`config.mk`:
```
export PLATFORM = sky130hd
export DESIGN_NAME = uart_byte_rx
export DESIGN_NICKNAME = d
export VERILOG_FILES = /design/src/rtl/uart_pkg.sv /design/src/rtl/uart_baud_tick.sv /design/src/rtl/uart_byte_rx.sv
export SDC_FILE = /design/constraint.sdc
export NUM_CORES = 1
export LEC_CHECK = 0
export CAP_MARGIN = 20
export CORE_ASPECT_RATIO = 1.2
export CORE_MARGIN = 4
export CORE_UTILIZATION = 30
export CTS_CLUSTER_DIAMETER = 120
export CTS_CLUSTER_SIZE = 40
export DETAILED_ROUTE_END_ITERATION = 10
export HOLD_SLACK_MARGIN = 0.1
export PLACE_DENSITY = 0.48
export RECOVER_POWER = 25
export SYNTH_ARGS = -nofsm -noshare
export SYNTH_HDL_FRONTEND = slang
export SYNTH_SLANG_ARGS = --single-unit
```
`constraint.sdc`:
```
create_clock -name clk -period 3.5 [get_ports clk]
set_clock_uncertainty 0.2 [all_clocks]
set_input_delay 0.35 -clock clk [delete_from_list [all_inputs] [get_ports clk]]
set_output_delay 0.35 -clock clk [all_outputs]
set_load 0.01 [all_outputs]
```
`src/rtl/uart_pkg.sv`:
```
// Shared UART definitions: baud_set encodings, baud divider derivation,
// receiver state encoding and the receiver's sampling positions.
package uart_pkg;

  localparam int DIV_W = 16;

  localparam logic [2:0] BAUD_9600   = 3'd0;
  localparam logic [2:0] BAUD_19200  = 3'd1;
  localparam logic [2:0] BAUD_38400  = 3'd2;
  localparam logic [2:0] BAUD_57600  = 3'd3;
  localparam logic [2:0] BAUD_115200 = 3'd4;

  // Sub-bit positions (16x oversampling) of the voting window and single sample.
  localparam logic [3:0] SAMPLE_START  = 4'd6;
  localparam logic [3:0] SAMPLE_END    = 4'd12;
  localparam logic [3:0] SAMPLE_SINGLE = 4'd8;
  // Bit index of the last data bit and frame tick where the stop bit is judged.
  localparam logic [3:0] LAST_DATA_BIT = 4'd8;
  localparam logic [7:0] STOP_EVAL     = 8'd156;

  typedef enum logic [1:0] {
    RX_IDLE  = 2'd0,
    RX_START = 2'd1,
    RX_DATA  = 2'd2,
    RX_STOP  = 2'd3
  } rx_state_e;

  // Baud rate in bits/s for a baud_set code; unused codes fall back to 9600.
  function automatic int baud_rate(input logic [2:0] sel);
    int rate;
    case (sel)
      BAUD_9600:   rate = 9600;
      BAUD_19200:  rate = 19200;
      BAUD_38400:  rate = 38400;
      BAUD_57600:  rate = 57600;
      BAUD_115200: rate = 115200;
      default:     rate = 9600;
    endcase
    return rate;
  endfunction

  // Prescaler terminal count: round(clk_freq / (16 * baud)) - 1.
  function automatic logic [DIV_W-1:0] baud_div(input int clk_freq, input logic [2:0] sel);
    int rate;
    int q;
    rate = baud_rate(sel);
    q    = ((clk_freq + rate * 8) / (rate * 16)) - 1;
    return q[DIV_W-1:0];
  endfunction

endpackage

```
`src/rtl/uart_baud_tick.sv`:
```
// 16x oversampling prescaler: counts 0..div while enabled and emits a
// registered one-cycle tick on each wrap. Held at zero when disabled so the
// first tick after enable lands exactly div+1 cycles later.
module uart_baud_tick #(
  parameter int DIV_W = 16
) (
  input  logic             clk,
  input  logic             rst,
  input  logic             en,
  input  logic [DIV_W-1:0] div,
  output logic             tick
);

  logic [DIV_W-1:0] cnt_q, cnt_d;
  logic             tick_q, tick_d;

  // Next count and tick: restart from zero whenever disabled.
  always_comb begin
    if (!en) begin
      cnt_d  = '0;
      tick_d = 1'b0;
    end else if (cnt_q == div) begin
      cnt_d  = '0;
      tick_d = 1'b1;
    end else begin
      cnt_d  = cnt_q + DIV_W'(1);
      tick_d = 1'b0;
    end
  end

  // Prescaler state and tick register.
  always_ff @(posedge clk) begin
    if (rst) begin
      cnt_q  <= '0;
      tick_q <= 1'b0;
    end else begin
      cnt_q  <= cnt_d;
      tick_q <= tick_d;
    end
  end

  assign tick = tick_q;

endmodule

```
`src/rtl/uart_byte_rx.sv`:
```
// 8N1 UART byte receiver with 16x oversampling.
// Build option UART_RX_MAJORITY_EN: when defined each bit is a 7-sample
// majority vote over sub-bits 6..12; otherwise a single sample at sub-bit 8.
// Both builds decide the bit at sub-bit 12, so latency is identical.
module uart_byte_rx
  import uart_pkg::*;
#(
  parameter int CLK_FREQ = 50_000_000
) (
  input  logic       clk,
  input  logic       rst,
  input  logic       rs232_rx,
  input  logic [2:0] baud_set,
  output logic [7:0] data_byte,
  output logic       rx_done,
  output logic       frame_err
);

  localparam logic [DIV_W-1:0] DIV_9600   = baud_div(CLK_FREQ, BAUD_9600);
  localparam logic [DIV_W-1:0] DIV_19200  = baud_div(CLK_FREQ, BAUD_19200);
  localparam logic [DIV_W-1:0] DIV_38400  = baud_div(CLK_FREQ, BAUD_38400);
  localparam logic [DIV_W-1:0] DIV_57600  = baud_div(CLK_FREQ, BAUD_57600);
  localparam logic [DIV_W-1:0] DIV_115200 = baud_div(CLK_FREQ, BAUD_115200);

  logic             rx_s1_q, rx_s2_q, rx_hist_q;
  rx_state_e        state_q, state_d;
  logic [7:0]       tcnt_q, tcnt_d;
  logic [DIV_W-1:0] div_q, div_d, div_sel_s;
  logic [7:0]       shift_q, shift_d;
  logic [7:0]       data_q, data_d;
  logic             done_q, done_d;
  logic             ferr_q, ferr_d;
  logic             tick_raw_s, tick_s, en_s, fall_s, eval_s, bit_s;
  logic [7:0]       pos_s;

  assign en_s   = (state_q != RX_IDLE);
  assign tick_s = tick_raw_s & en_s;
  assign fall_s = rx_hist_q & ~rx_s2_q;
  assign pos_s  = tcnt_q + 8'd1;
  assign eval_s = tick_s && (pos_s[3:0] == SAMPLE_END);

  uart_baud_tick #(.DIV_W(DIV_W)) u_tick (
    .clk  (clk),
    .rst  (rst),
    .en   (en_s),
    .div  (div_q),
    .tick (tick_raw_s)
  );

  // Two-stage synchroniser plus history stage for falling-edge detection.
  always_ff @(posedge clk) begin
    if (rst) begin
      rx_s1_q   <= 1'b1;
      rx_s2_q   <= 1'b1;
      rx_hist_q <= 1'b1;
    end else begin
      rx_s1_q   <= rs232_rx;
      rx_s2_q   <= rx_s1_q;
      rx_hist_q <= rx_s2_q;
    end
  end

`ifdef UART_RX_MAJORITY_EN
  logic [2:0] ones_q, ones_d, ones_total_s;
  logic       in_win_s;

  assign in_win_s = tick_s && (pos_s[3:0] >= SAMPLE_START) && (pos_s[3:0] <= SAMPLE_END);

  // Count ones in the window; the vote includes the sample at the evaluation tick.
  always_comb begin
    ones_total_s = ones_q + {2'b00, rx_s2_q};
    bit_s        = (ones_total_s >= 3'd4);
    if ((state_q == RX_IDLE) || eval_s) begin
      ones_d = 3'd0;
    end else if (in_win_s && rx_s2_q) begin
      ones_d = ones_q + 3'd1;
    end else begin
      ones_d = ones_q;
    end
  end

  // Vote accumulator.
  always_ff @(posedge clk) begin
    if (rst) begin
      ones_q <= 3'd0;
    end else begin
      ones_q <= ones_d;
    end
  end
`else
  logic samp_q, samp_d;

  // Capture one mid-bit sample; it is consumed at the evaluation tick.
  always_comb begin
    bit_s = samp_q;
    if (tick_s && (pos_s[3:0] == SAMPLE_SINGLE)) begin
      samp_d = rx_s2_q;
    end else begin
      samp_d = samp_q;
    end
  end

  // Single-sample register.
  always_ff @(posedge clk) begin
    if (rst) begin
      samp_q <= 1'b1;
    end else begin
      samp_q <= samp_d;
    end
  end
`endif

  // Divider select; the result is only latched while idle.
  always_comb begin
    case (baud_set)
      BAUD_9600:   div_sel_s = DIV_9600;
      BAUD_19200:  div_sel_s = DIV_19200;
      BAUD_38400:  div_sel_s = DIV_38400;
      BAUD_57600:  div_sel_s = DIV_57600;
      BAUD_115200: div_sel_s = DIV_115200;
      default:     div_sel_s = DIV_9600;
    endcase
  end

  // Receiver FSM next state, tick counter, shifter and output strobes.
  always_comb begin
    state_d = state_q;
    tcnt_d  = tcnt_q;
    div_d   = div_q;
    shift_d = shift_q;
    data_d  = data_q;
    done_d  = 1'b0;
    ferr_d  = 1'b0;
    case (state_q)
      RX_IDLE: begin
        tcnt_d = 8'd0;
        div_d  = div_sel_s;
        if (fall_s) begin
          state_d = RX_START;
        end else begin
          state_d = RX_IDLE;
        end
      end
      RX_START: begin
        if (tick_s) begin
          tcnt_d = pos_s;
        end else begin
          tcnt_d = tcnt_q;
        end
        if (eval_s) begin
          if (bit_s) begin
            state_d = RX_IDLE;
          end else begin
            state_d = RX_DATA;
          end
        end else begin
          state_d = RX_START;
        end
      end
      RX_DATA: begin
        if (tick_s) begin
          tcnt_d = pos_s;
        end else begin
          tcnt_d = tcnt_q;
        end
        if (eval_s) begin
          shift_d = {bit_s, shift_q[7:1]};
          if (pos_s[7:4] == LAST_DATA_BIT) begin
            state_d = RX_STOP;
          end else begin
            state_d = RX_DATA;
          end
        end else begin
          state_d = RX_DATA;
        end
      end
      RX_STOP: begin
        if (tick_s) begin
          tcnt_d = pos_s;
        end else begin
          tcnt_d = tcnt_q;
        end
        // Leave mid stop bit so a back-to-back start edge is not missed.
        if (eval_s && (pos_s == STOP_EVAL)) begin
          state_d = RX_IDLE;
          if (bit_s) begin
            data_d = shift_q;
            done_d = 1'b1;
          end else begin
            ferr_d = 1'b1;
          end
        end else begin
          state_d = RX_STOP;
        end
      end
      default: begin
        state_d = RX_IDLE;
        tcnt_d  = 8'd0;
      end
    endcase
  end

  // Receiver state and registered outputs.
  always_ff @(posedge clk) begin
    if (rst) begin
      state_q <= RX_IDLE;
      tcnt_q  <= 8'd0;
      div_q   <= DIV_9600;
      shift_q <= 8'h00;
      data_q  <= 8'h00;
      done_q  <= 1'b0;
      ferr_q  <= 1'b0;
    end else begin
      state_q <= state_d;
      tcnt_q  <= tcnt_d;
      div_q   <= div_d;
      shift_q <= shift_d;
      data_q  <= data_d;
      done_q  <= done_d;
      ferr_q  <= ferr_d;
    end
  end

  assign data_byte = data_q;
  assign rx_done   = done_q;
  assign frame_err = ferr_q;

endmodule

```
==> reports/results.ini, run 1 <==
[outcome]
status = completed

[timing]
maxSlewViolCount = 0
rsz0062_at_grt = no
fin_crit_ps = 2430
hold_viol = 0
worst_pin_slew_ps = 778
setup_viol_count_final = 0
max_freq_mhz = 411
fin_ws_ps = 1070
setup_tns_ps = 0
relSlewSlack_pct = 48.1
period_share_pct = 69.5

[power_and_ir_drop]
sw_frac_of_total_pct = 20.4
power_density_nw_per_um2 = 521
p_leak_nw = 1.12
p_total_w = 0.00153
comb_power_share_pct = 2.8
clockPowerShare_pct = 54.0
seqPwrFrac_pct = 43.2
p_int_w = 0.00122
p_sw_w = 0.000313
vdd_drop_max_uv = 187

[place]
dp_hpwl_mm = 3.35
gp_congestion = 0.731
place.port_buffers = 15
dp_slack_ps = 1080
dp.cells = 367

[detailed_routing]
viasPerCell = 4.84
vias = 1853
routedWlPerCell_um = 12.5
drt_iter0_drc = 46
first_pass_iters = 7
wl_mm = 4.80
drc_errors = 0
ant_nets = 0

[global_routing]
grt_pass1_vias = 1873
grt_usage_pct = 11.1
grt_max_degree = 20
grt_pass1_wl_mm = 8.56
grt_overflow_total = 0
antenna_found_initial = 0

[logic_synthesis]
synth_area_leaders = dfxtp_1, xor2_1, mux2i_1, nand2_1, nor2_1
yosysMostFrequentCell = dfxtp_1
yosys_warnings = 0
synth_cells = 268
yosysSeqAreaShare_pct = 46.6
synth_cell_types = 40
synth_common_cells = dfxtp_1, nand2_1, nor2_1
syn_area_um2 = 2450
synth_top_cell_area_share_pct = 46.6
async_flop_share_pct = 0
synth_edf_count = 0
ys_ff_latch = 57
synth_ff_type = dfxtp_1
yosysTopAreaCell = dfxtp_1
syn-num-nets = 277
avgSynthCellArea_um2 = 9.13

[clock_network]
clk_pin_slew_ps = 70
post_cts_buffers = 0
clockBufferDepth = 2
cts_max_level = 3
cts_tree = built
hold_buffers = 0
cts_resized = 0
numClockSinks = 57
cts_buffers = 9
cts_root_buf = clkbuf_8
clk_latency_ps = 340

[layout]
drive_gt1_share_pct = 8.93
finalNetCount = 295
diodes = 0
n_fill_cell = 801
area_delta_synth_final_pct = 20.3
instances_no_fill = 383

[critical_path]
path_class = reg -> reg
cp.required_ps = 3570
arrival_ps = 2500
worstPathMaxFanout = 9
cp-end-kind = flip-flop
start_kind = flip-flop

[floorplanning]
core.rowCount = 35
die_y_um = 107
die_x_um = 90.5
dieArea_um2 = 9670
num_io_pins = 16
core_um2 = 7790
start_util_pct = 31.4

[run]
maxCapViolations = 0

[hold_path]
hold_path_class = reg -> reg

## cells in the final DEF, fill, tap and decap left out, types with 2 or more instances in the layout
cell type	netlist	final
bufinv_16	0	4
nand4_1	8	8
nand3_1	15	15
xnor2_1	5	5
nor2_1	26	26
nor3b_1	2	2
o21ai_0	8	8
clkbuf_8	0	9
clkinv_4	0	2
clkbuf_1	7	2
dlygate4sd3_1	0	2
mux2i_1	17	17
and4_1	3	3
or4_1	2	2
or2_2	4	3
and3_1	5	5
nand2b_1	3	3
inv_1	4	4
nor3_1	6	6
a21oi_1	15	15
dfxtp_1	57	57
nand2_1	28	28
or3_1	6	6
ha_1	3	3
xor2_1	22	22
clkdlybuf4s50_1	0	13
nor4_1	3	3
## power by group through the flow
stage	Sequential (W)	Combinational, W	Clock, W
final	0.000662	0.0000425	0.000829
after CTS	0.000662	0.0000452	0.000855
after floorplan	0.000676	0.0000298	0
after detailed placement	0.000677	0.0000452	0
after global placement	0.000677	0.0000452	0
after global routing	0.000663	0.0000487	0.000877
## path summary, 6_finish.rpt
path / startpoint / endpoint / slack (ps) / cells past startpoint
max: tcnt_q[2] / data_byte[3] / 1070 / 4
min: rx_s1_q / rx_s2_q / 210 / 1
max reg2reg: tcnt_q[2] / data_byte[3] / 1070 / 4
min reg2reg: rx_s1_q / rx_s2_q / 210 / 1
## critical path: stages (launching register included)
cell,delay (ps)
dfxtp_1,510
a21oi_1,150
or4_4,570
nor4_4,680
mux2i_1,260
## area by class of cell
cell class | instances | area [um2] | share of cell area [%]
Clock buffer | 9 | 124 | 4.21
Clock inverter | 7 | 143 | 4.84
Inverter | 4 | 15.0 | 0.510
Multi-Input combinational cell | 196 | 1240 | 42.2
Sequential cell | 57 | 1140 | 38.8
Tap cell | 92 | 115 | 3.91
Timing Repair Buffer | 18 | 165 | 5.61
## sequential cells by signal, summed over array words and instances (netlist names), 2 cells and up
register	count
tcnt_q	8
u_tick.cnt_q	16
state_q	2
data_byte	8
div_q	8
shift_q	8
## routing by layer
metal	global-route usage (%)	share of wire, %
met1	12.8	45
met2	18.6	50
met3	3.93	3.3
met4	4.92	2.0
met5	0	0
## cell families (layout without fill, tap and decap cells)
kind of cell	after synthesis	count (layout)	synth area share, %
compound gates	31	31	7.36
buf+inv	15	38	2.66
flops	57	57	46.6
simple gates	118	118	25.2
xor+xnor	27	27	9.66
fa+ha+maj	3	3	1.53
mux	17	17	6.95
## through the flow
step,cell area [um2],util (%),hold WS [ps]
after floorplan,2450,-,189
after global placement,2690,34.4,192
after detailed placement,2690,34.4,196
after CTS,2950,37.9,213
after global routing,2940,37.8,230
final,2940,37.8,211
Power figures use the tool's default switching activity.
==> run 2, diff against run 1 <==
- clock period: 3.5 -> 2.26 ns (I/O delays scaled with it)
==> reports/results.ini, run 2 (synthesis gave the netlist of run 1 again) <==
[critical_path]
cp-end-kind = flip-flop
reg2reg_depth = 5
cp.required_ps = 2270
path_class = reg -> reg
start_kind = flip-flop
rrSetupSlack_ps = 100
arrival_ps = 2160
worstPathMaxFanout = 6
r2r-start = tcnt_q[0]
worstReg2RegEnd = state_q[1]

[layout]
finalNetCount = 303
diodes = 0
largest_reg_flops = 16
layout_common_cells = dfxtp_1, nand2_1, nor2_1
n_fill_cell = 832
layout_commonest_cell = dfxtp_1
top_register = u_tick.cnt_q
drive_gt1_share_pct = 12.4
area_delta_synth_final_pct = 20.8
seq_area_um2 = 1140
multiInputGateArea_um2 = 1240

[floorplanning]
num_io_pins = 16
dieArea_um2 = 9670
core_um2 = 7790
core.rowCount = 35
start_util_pct = 31.4
die_y_um = 107
die_x_um = 90.5

[power_and_ir_drop]
power_density_nw_per_um2 = 697
p_leak_nw = 1.13
vdd_drop_max_uv = 317
p_total_w = 0.00206

[detailed_routing]
viasPerCell = 4.82
routedWlPerCell_um = 12.6
wl_mm = 4.93
vias = 1886
first_pass_iters = 4
drt_iter0_drc = 59
ant_nets = 0
drc_errors = 0

[global_routing]
grt_pass1_vias = 1888
grt_usage_pct = 11.4
antenna_found_initial = 0
grt_overflow_total = 0
grt_pass1_wl_mm = 8.76
grt_max_degree = 20

[outcome]
status = completed

[clock_network]
clockBufferDepth = 2
cts_tree = built
clk_pin_slew_ps = 70
hold_buffers = 0
cts_buffers = 9
numClockSinks = 57
clk_latency_ps = 340
cts_max_level = 3
cts_root_buf = clkbuf_8

[hold_path]
whs_path_depth = 1
hold_start = rx_s1_q
min_to = rx_s2_q
hold_path_class = reg -> reg

[place]
dp_hpwl_mm = 3.50
place.port_buffers = 15
gp_congestion = 0.723

[timing]
hold_viol = 0
rsz0062_at_grt = no
setup_tns_ps = 0
relSlewSlack_pct = 62.0
max_freq_mhz = 464
maxSlewViolCount = 0
worst_pin_slew_ps = 570
fin_crit_ps = 2160
period_share_pct = 95.4
setup_viol_count_final = 0

[run]
maxCapViolations = 0

[run 2: power breakdown]
group	switching (W)	internal (W)
sequential	0.00000917	0.00102
combinational	0.0000386	0.0000313
clock	0.000447	0.000517
total	0.000495	0.00156
[run 2: layout make-up]
type,instances,share of cell area (%)
Multi-Input combinational cell,196,42.0
Sequential cell,57,38.7
Timing Repair Buffer,26,8.04
Clock buffer,9,4.19
Tap cell,92,3.89
Clock inverter,7,2.71
Inverter,4,0.508
[run 2: worst max-delay path by stage]
| stage | to | cells after the start | start | slack, ps |
|---|---|---|---|---|
| 3_5_place_dp | state_q[1] | 5 | tcnt_q[0] | 70 |
| 3_3_place_gp | state_q[1] | 5 | tcnt_q[0] | 100 |
| 4_1_cts | state_q[1] | 5 | tcnt_q[0] | 50 |
| 6_report | state_q[1] | 5 | tcnt_q[0] | 100 |
| 2_1_floorplan | data_byte[0] | 5 | tcnt_q[2] | 100 |
| 5_1_grt | state_q[1] | 5 | tcnt_q[0] | 20 |
[run 2: per-stage QoR]
| step | setup slack (ps) | util [%] | std cells | instance area [um2] | hold WS, ps |
|---|---|---|---|---|---|
| after floorplan | 97.5 | - | 268 | 2450 | 130 |
| after global placement | 98.2 | 35.4 | 375 | 2760 | 195 |
| after detailed placement | 71.4 | 35.4 | 375 | 2760 | 196 |
| after CTS | 47.5 | 38.0 | 391 | 2960 | 213 |
| after global routing | 15.8 | 37.9 | 391 | 2960 | 234 |
| final | 103 | 37.9 | 391 | 2960 | 212 |
[run 2: worst max-delay path, cell delays in order (launching register included)]
cell	delay, ps
dfxtp_2	380
ha_1	160
o211ai_1	100
or4_4	460
or4_1	570
nor3b_1	170
[run 2: metal layers]
| layer | part of all wire [%] | GRT usage (%) | vias to the layer above |
|---|---|---|---|
| li1 | - | - | 984 |
| met1 | 46 | 13.5 | 877 |
| met2 | 49 | 18.4 | 13 |
| met3 | 2.0 | 2.53 | 12 |
| met4 | 2.7 | 7.44 | 0 |
| met5 | 0 | 0 | - |
[run 2: what timing repair did]
action	in CTS	in global routing
buffers inserted	0	0
gates resized for setup	0	2
endpoints found under the setup margin	0	8
==> run 3, diff against run 2 <==
- CTS_BUF_LIST: unset -> sky130_fd_sc_hd__clkbuf_8
==> results of run 3 <==
Same layout as run 2: the final DEF is identical, and so are final timing and power.
